<file path="config.mk">
export PLATFORM = sky130hd
export DESIGN_NAME = sr_latch_exerciser
export DESIGN_NICKNAME = d
export VERILOG_FILES = /design/src/rtl/sr_latch_exerciser.sv
export SDC_FILE = /design/constraint.sdc
export NUM_CORES = 1
export LEC_CHECK = 0
export ABC_AREA = 1
export CAP_MARGIN = 20
export CORE_MARGIN = 3
export CORE_UTILIZATION = 54
export DETAILED_ROUTE_END_ITERATION = 8
export HOLD_SLACK_MARGIN = 0.05
export PLACE_DENSITY = 0.78
export SLEW_MARGIN = 15
export SYNTH_ARGS = -nofsm -noshare
export SYNTH_HDL_FRONTEND = slang
export SYNTH_SLANG_ARGS = --single-unit
export TNS_END_PERCENT = 1
</file>
<file path="constraint.sdc">
create_clock -name clk -period 2.08 [get_ports clk]
set_input_delay 0.208 -clock clk [delete_from_list [all_inputs] [get_ports clk]]
set_output_delay 0.208 -clock clk [all_outputs]
set_load 0.01 [all_outputs]
</file>
<file path="src/rtl/sr_latch_exerciser.sv">
`default_nettype none
// ============================================================================
//  Module      : sr_latch_exerciser
//  Description : Stimulus-and-check engine for a gated SR latch. Steps the
//                latch through an 8-vector set/hold/reset/hold sequence,
//                samples synchronized Q/Q_n at the end of every step, compares
//                against a reference latch model and reports pass/fail.
//  Revision    : 1.0 - initial release
// ============================================================================
module sr_latch_exerciser #(
    parameter int HOLD_CYCLES = 4
) (
    input  logic       clk,
    input  logic       rst_n,
    input  logic       start,
    output logic       enable,
    output logic       R,
    output logic       S,
    input  logic       Q,
    input  logic       Q_n,
    output logic       busy,
    output logic       done,
    output logic       pass,
    output logic [3:0] err_count,
    output logic [2:0] step
);

    localparam logic [2:0] c_LAST_STEP = 3'd7;
    localparam logic [7:0] c_HOLD_LAST = 8'(HOLD_CYCLES - 1);

    typedef enum logic [0:0] {
        ST_IDLE = 1'b0,
        ST_RUN  = 1'b1
    } state_t;

    state_t     r_state;
    logic [7:0] r_cnt;
    logic       r_model;
    logic       r_q_s1;
    logic       r_q_s2;
    logic       r_qn_s1;
    logic       r_qn_s2;

    logic [2:0] w_next_step;
    logic [2:0] w_next_vec;
    logic [2:0] w_first_vec;
    logic       w_sample;
    logic       w_mismatch;
    logic [3:0] w_err_next;

    // Vector for each step, packed as {enable, R, S}.
    function automatic logic [2:0] f_step_vec(input logic [2:0] idx);
        logic [2:0] v;
        case (idx)
            3'd0:    v = 3'b101;
            3'd1:    v = 3'b001;
            3'd2:    v = 3'b100;
            3'd3:    v = 3'b000;
            3'd4:    v = 3'b110;
            3'd5:    v = 3'b010;
            3'd6:    v = 3'b100;
            default: v = 3'b000;
        endcase
        return v;
    endfunction

    // Gated SR latch next state for a given {enable, R, S} vector.
    function automatic logic f_latch(input logic cur, input logic [2:0] vec);
        logic nxt;
        nxt = cur;
        if (vec[2]) begin
            if (vec[0])
                nxt = 1'b1;
            else if (vec[1])
                nxt = 1'b0;
        end
        return nxt;
    endfunction

    assign w_next_step = step + 3'd1;
    assign w_next_vec  = f_step_vec(w_next_step);
    assign w_first_vec = f_step_vec(3'd0);
    assign w_sample    = (r_cnt == c_HOLD_LAST);
    assign w_mismatch  = (r_q_s2 != r_model) || (r_qn_s2 != ~r_model);
    assign w_err_next  = err_count + {3'b000, w_mismatch};

    // Two-flop synchronizers for the latch outputs, which are asynchronous to clk.
    always_ff @(posedge clk or negedge rst_n) begin
        if (!rst_n) begin
            r_q_s1  <= 1'b0;
            r_q_s2  <= 1'b0;
            r_qn_s1 <= 1'b0;
            r_qn_s2 <= 1'b0;
        end else begin
            r_q_s1  <= Q;
            r_q_s2  <= r_q_s1;
            r_qn_s1 <= Q_n;
            r_qn_s2 <= r_qn_s1;
        end
    end

    // Run controller: step sequencing, reference model, error counting and status.
    always_ff @(posedge clk or negedge rst_n) begin
        if (!rst_n) begin
            r_state   <= ST_IDLE;
            r_cnt     <= 8'd0;
            r_model   <= 1'b0;
            enable    <= 1'b0;
            R         <= 1'b0;
            S         <= 1'b0;
            busy      <= 1'b0;
            done      <= 1'b0;
            pass      <= 1'b0;
            err_count <= 4'd0;
            step      <= 3'd0;
        end else begin
            done <= 1'b0;
            case (r_state)
                ST_IDLE: begin
                    if (start) begin
                        r_state          <= ST_RUN;
                        busy             <= 1'b1;
                        step             <= 3'd0;
                        r_cnt            <= 8'd0;
                        {enable, R, S}   <= w_first_vec;
                        // Model starts cleared, then takes the step-0 vector.
                        r_model          <= f_latch(1'b0, w_first_vec);
                        err_count        <= 4'd0;
                        pass             <= 1'b0;
                    end
                end
                ST_RUN: begin
                    if (w_sample) begin
                        err_count <= w_err_next;
                        if (step == c_LAST_STEP) begin
                            r_state        <= ST_IDLE;
                            busy           <= 1'b0;
                            done           <= 1'b1;
                            {enable, R, S} <= 3'b000;
                            pass           <= (w_err_next == 4'd0);
                        end else begin
                            step           <= w_next_step;
                            r_cnt          <= 8'd0;
                            {enable, R, S} <= w_next_vec;
                            r_model        <= f_latch(r_model, w_next_vec);
                        end
                    end else begin
                        r_cnt <= r_cnt + 8'd1;
                    end
                end
                default: r_state <= ST_IDLE;
            endcase
        end
    end

endmodule
`default_nettype wire

</file>
==> results of run 1 <==
[final timing paths]
kind	startpoint	endpoint	slack, ns	cells after the start
setup / recovery	r_qn_s2	pass	0.42	10
hold / removal	rst_n	S	0.22	2
setup reg to reg	r_qn_s2	pass	0.42	10
hold reg to reg	r_qn_s1	r_qn_s2	0.37	0
max in group asynchronous	rst_n	step[2]	1.61	2
min in group clk	Q_n	r_qn_s1	0.30	1
[layout make-up]
cell class              count  area, um^2
flip-flops and latches     27       675.6
inverters                  23       93.84
clock buffers               3       22.52
well taps                  30       37.54
multi-input cells         112       695.7
repair buffers             20       192.7
fillers                   210       797.0
clock inverters             1       7.507
[worst register-to-register path, delay by kind of cell (launching register included)]
family,cells,cell delay (ns)
simple gates,3,0.23
xor+xnor,1,0.16
compound gates,2,0.24
buf+inv,2,0.15
flops,1,0.39
fa+ha+maj,2,0.41
[routing by layer]
| layer | global-route usage | wire, um | vias to the layer above | share of wire |
|---|---|---|---|---|
| met2 | 0.3274 | 1432 | 24 | 0.53 |
| li1 | - | - | 568 | - |
| met5 | 0 | 0 | - | 0 |
| met1 | 0.2222 | 1139 | 530 | 0.42 |
| met3 | 0.02895 | 101 | 4 | 0.037 |
| met4 | 0.07285 | 27 | 0 | 0.010 |
[flip-flops by register name (all words and copies together) (netlist names)]
register and cells:
r_cnt 8, err_count 4, step 3, R 1
S 1, busy 1, done 1, enable 1
pass 1, r_model 1, r_q_s1 1, r_q_s2 1
r_qn_s1 1, r_qn_s2 1, r_state 1
[Yosys cell counts, drive strengths merged (2+ instances only)]
library cell / number / share of area
nand3: 10 / 0.037
o31ai: 2 / 0.010
o21ai: 17 / 0.081
nand4: 4 / 0.017
dfrtp: 27 / 0.46
nor2: 12 / 0.052
inv: 22 / 0.061
ha: 9 / 0.077
xor2: 3 / 0.018
nand2: 50 / 0.16
[stage by stage]
step	utilization	hold WS, ns	setup WS [ns]	instances	total power [mW]
after floorplan	-	-0.08759	0.5380	163	1.468
after global placement	0.6721	0.3318	0.5356	212	1.749
after detailed placement	0.6721	0.3379	0.4468	212	1.803
after CTS	0.6840	0.2278	0.4217	216	2.041
after global routing	0.6840	0.2301	0.2658	216	2.211
final	0.6840	0.2230	0.4208	216	2.016
[cell usage in the layout, fill, tap and decap left out, types with 2 or more instances in the layout]
cell	n
nand2_4	3
nor2_1	9
nand2_1	44
o21ai_2	9
clkdlybuf4s50_1	17
o21ai_0	2
nor2_4	2
ha_1	9
inv_2	6
clkbuf_4	3
dfrtp_1	27
o31ai_1	2
nand2_2	2
xor2_1	3
o21ai_1	6
inv_1	14
nand4_1	4
nand3_1	9
buf_4	3
[kinds of logic (layout without fill, tap and decap cells)]
group | count (synthesis) | after routing | share of synthesized area
buffers and inverters | 24 | 47 | 0.06723
xor gates and xnor gates | 3 | 3 | 0.01788
adders and majority gates | 9 | 9 | 0.07660
and+or+nand+nor | 78 | 78 | 0.2715
DFF | 27 | 27 | 0.4596
AOI/OAI and AO/OA | 22 | 22 | 0.1072
[power breakdown]
part / total (mW) / leakage, nW / switching (mW) / internal, mW
sequential: 0.855 / 0.323 / 0.164 / 0.692
clock: 0.237 / 0.0139 / 0.163 / 0.0736
combinational: 0.923 / 0.520 / 0.506 / 0.418
total: 2.02 / 0.857 / 0.833 / 1.18
==> run_results.csv, run 1 <==
group,metric,value,unit
worst_hold_path,hold_class,"input pin to asynchronous set/reset pin",
sta,finalMaxSlewViolations,0,
setup_path,worstPathCellList,"inv_1 -> nand2_1 -> nand2_1 -> o21ai_0 -> ha_1 -> ha_1 -> xor2_1 -> inv_1 -> nand4_1 -> o21ai_1",
clock_network,clkLatencyLatePin,0.33,ns
setup_path,crit_family,"adder cells",
clock_network,post_cts_resized,0,
clock_network,clock_path_buffers,2,
placed_design,gp_congestion,0.8200,
floorplanning,die_y,58.18,um
power,p_leak,0.8571,nW
clock_network,htree_levels,1,
synthesis,yosys_warnings,0,
floorplanning,rows,18,
floorplanning,core-area,2522,um^2
run_status,status,"finished, final reports clean",
sta,rsz0062_at_grt,"false",
drt,wl,2701,um
global_routing,grt_max_degree,28,
synthesis,synth_edf_count,0,
placed_design,post_dp_cell_area,1695,um^2
floorplanning,io_pins,18,
power,max-vdd-ir-drop,0.7872,mV
synthesis,synth_fp_nets,177,
layout,area_growth,17.36,%
drt,dr.pass1.iters,4,
layout,drive_gt1_frac,0.1882,
setup_path,critPathMaxStageDelay,0.39,ns
clock_network,numCtsBuffers,3,
global_routing,antenna_found_initial,0,
layout,n_antenna_cell,0,
clock_network,cts.sinks,27,
setup_path,crit_buf_inv,2,
synthesis,ys_types,28,
placed_design,numPortBuffers,17,
clock_network,clk_pin_slew_worst_paths,0.15,ns
drt,viasPerCell,5.213,
placed_design,place_hpwl,2131,um
clock_network,cts_setup_buffers,0,
floorplanning,die_x,58.18,um
setup_path,cp_slowest_cell,"dfrtp_1",
global_routing,track_usage,0.1845,
sta,fin_skew,0.004929,ns
synthesis,ys_seq_area_frac,0.4596,
drt,wire_per_inst,12.50,um
floorplanning,start_util,0.5828,
setup_path,path_max_fanout,2,
drt,drtIter0Drc,50,
synthesis,avgSynthCellArea,9.019,um^2
setup_path,worstSetupStartpointType,"flop",
synthesis,async_reset_ff_frac,1.000,
global_routing,overflow,0,
drt,vias,1126,
clock_network,postCtsHoldBufs,0,
sta,tightest_slew,0.3399,ns
global_routing,grt_pass1_vias,1185,
layout,final_nets,201,
sta,fin_crit_sh,0.7977,
setup_path,cp-end-kind,"flop",
setup_path,critPathKind,"flop to flop",
sta,hold_viol_final,0,
layout,final_cell_area,1725,um^2
floorplanning,die-area,3384,um^2
synthesis,ys_ff_latch,27,
drt,remaining_drc_errors,0,
synthesis,synthesis.area,1470,um^2
clock_network,cts_tree,"done",
setup_path,required,2.34,ns
sta,max_clock_freq,602.7,MHz
synthesis,synthCells,163,
sta,setup_tns,0,ns
sta,min_period,1.659,ns
global_routing,grt_pass1_wl,4885,um
job,drv_cap,0,
synthesis,synth_ff_type,"dfrtp_1",
clock_network,cts-root-buf,"clkbuf_4",
sta,relSlewSlack,0.7734,
power,cellPowerDensity,1168,nW/um^2
drt,ant_nets,0,
sta,setup_viol,0,
setup_path,arrival,1.92,ns
Power figures use the tool's default switching activity.
==> run 2: changes to the inputs <==
CORE_UTILIZATION = 49   (was 54)
PLACE_DENSITY = 0.74   (was 0.78)
clock period = 1.5 ns   (was 2.08 ns; I/O delays follow)
==> run 2 against run 1 <==
Compared with the run above: the flow now finishes with violations (negative setup slack); utilization is 3.6 points lower; total power is 43% higher; worst hold slack worse by 0.059 ns; critical path depth is 1 higher; fmax is 8.5% higher; routed wire length is 0.48% lower; cell count is 2.8% higher; first-iteration DRC count is 32% lower; global-route usage is 2.0 points lower; clock skew hardly changed; register-to-register slack worse by 0.45 ns; flip-flop and latch count stayed put; critical path type unchanged; largest cell class unchanged; largest power group unchanged.
==> run_results.csv, run 2 (synthesis results as in run 1) <==
group,metric,value,unit
clock_network,clkLatencyLatePin,0.32,ns
layout,seqCellArea,679.4,um^2
clock_network,postCtsHoldBufs,0,
sta,worst_slack,-0.02958,ns
setup_path,cp-end-kind,"flop",
setup_path,worstSetupStartpointType,"flop",
clock_network,htree_levels,1,
drt,viasPerCell,5.198,
clock_network,clk_pin_slew_worst_paths,0.15,ns
clock_network,cts_tree,"done",
layout,drive_gt1_frac,0.2827,
placed_design,post_dp_cell_area,1744,um^2
placed_design,numPortBuffers,17,
placed_design,post-place-ws,-0.03234,ns
sta,fin_crit_sh,1.020,
layout,final_common_cell,"nand2_1",
placed_design,place_hpwl,2093,um
clock_network,numCtsBuffers,3,
clock_network,cts.sinks,27,
sta,hold_viol_final,0,
clock_network,cts-root-buf,"clkbuf_4",
floorplanning,die_x,60.78,um
drt,vias,1154,
sta,setup_viol,2,
clock_network,clock_path_buffers,2,
floorplanning,core-area,2805,um^2
worst_hold_path,hold_class,"input pin to asynchronous set/reset pin",
power,max-vdd-ir-drop,1.127,mV
drt,wl,2688,um
setup_path,required,1.74,ns
layout,mostFrequentLayoutCells,"nand2_1, dfrtp_1, clkdlybuf4s50_1",
run_status,failed_checks,"negative setup slack",
layout,n_fill_cell,239,
sta,relSlewSlack,0.7748,
layout,final_nets,206,
global_routing,grt_max_degree,28,
layout,area_growth,23.57,%
floorplanning,io_pins,18,
drt,ant_nets,0,
power,p_leak,0.9265,nW
setup_path,worstPathCellList,"ha_4 -> ha_4 -> inv_2 -> nor2_2 -> nand2_2 -> nand3_2 -> nand2_1 -> inv_1 -> nand3_1 -> nand2_1 -> nand2_1",
floorplanning,start_util,0.5241,
layout,largest_reg_flops,8,
run_status,status,"finished, violations left",
sta,tightest_slew,0.3378,ns
power,cellPowerDensity,1587,nW/um^2
global_routing,grt_pass1_wl,4602,um
sta,setup_tns,-0.05215,ns
sta,min_period,1.530,ns
global_routing,grt_pass1_vias,1105,
setup_path,path_max_fanout,3,
drt,remaining_drc_errors,0,
global_routing,overflow,0,
setup_path,cp_slowest_cell,"dfrtp_2",
placed_design,gp_congestion,0.8488,
sta,rsz0062_at_grt,"true",
floorplanning,rows,19,
floorplanning,die_y,60.78,um
layout,top_register,"r_cnt",
drt,drtIter0Drc,34,
floorplanning,die-area,3694,um^2
sta,max_clock_freq,653.8,MHz
layout,final_cell_area,1817,um^2
layout,multi_input_area,743.2,um^2
drt,wire_per_inst,12.11,um
setup_path,arrival,1.77,ns
global_routing,antenna_found_initial,0,
sta,fin_skew,0.005040,ns
setup_path,critPathMaxStageDelay,0.46,ns
drt,dr.pass1.iters,4,
job,drv_cap,0,
global_routing,track_usage,0.1648,
setup_path,critPathKind,"flop to flop",
sta,timing.hold.ws,0.1638,ns
layout,n_antenna_cell,0,
sta,finalMaxSlewViolations,0,
setup_path,crit_top_cell,"nand2_1",
layout,reg_top3,"r_cnt: 8 flops, err_count: 4 flops, step: 3 flops",
-- run 2: cell count changes in the layout (fill, tap and decap cells not counted), sizes merged --
cell,delta
clkinvlp,-1
dlymetal6s2s,+3
dlygate4sd2,+2
buf,+5
clkbuf,+1
clkdlybuf4s50,-5
-- run 2: through the flow --
| stage | total power, mW | std cells | utilization |
|---|---|---|---|
| final | 2.883 | 222 | 0.6476 |
| after global routing | 3.169 | 222 | 0.6476 |
| after CTS | 2.867 | 221 | 0.6347 |
| after detailed placement | 2.549 | 217 | 0.6218 |
| after global placement | 2.486 | 217 | 0.6218 |
| after floorplan | 2.049 | 163 | - |
-- run 2: final timing paths --
path	startpoint	end	slack, ns	cells past startpoint
setup / recovery	step[0]	r_model	-0.03	11
hold / removal	rst_n	enable	0.16	2
setup reg to reg	step[0]	r_model	-0.03	11
hold reg to reg	r_qn_s1	r_qn_s2	0.36	0
max in group asynchronous	rst_n	r_state	1.05	2
min in group clk	Q_n	r_qn_s1	0.25	1
-- run 2: where the power goes --
group          switching, mW  internal [mW]
combinational          0.747          0.631
sequential             0.222          0.964
clock                  0.215          0.104
-- run 2: cell type report --
class | instances | share of cell area
repair buffers | 25 | 0.1295
inverters | 23 | 0.05165
well taps | 31 | 0.02135
flip-flops and latches | 27 | 0.3740
clock buffers | 4 | 0.01446
multi-input cells | 112 | 0.4091
-- run 2: repair_timing --
item,CTS,global route
buffers inserted,0,1
pin swaps,1,8
endpoints found under the setup margin,5,7
gates resized for setup,4,14
gates cloned,0,0
-- run 2: critical path, delay by kind of cell (launching register included) --
kind / cells / cell delay (ns)
buf+inv: 2 / 0.09
flops: 1 / 0.46
fa+ha+maj: 2 / 0.44
simple gates: 7 / 0.45
-- run 2: layer usage --
layer / share of wire / up-vias / track usage
met3: 0.033 / 2 / 0.03830
met2: 0.53 / 15 / 0.2992
met1: 0.42 / 556 / 0.1904
met4: 0.0074 / 0 / 0.05263
met5: 0 / - / 0
li1: - / 581 / -
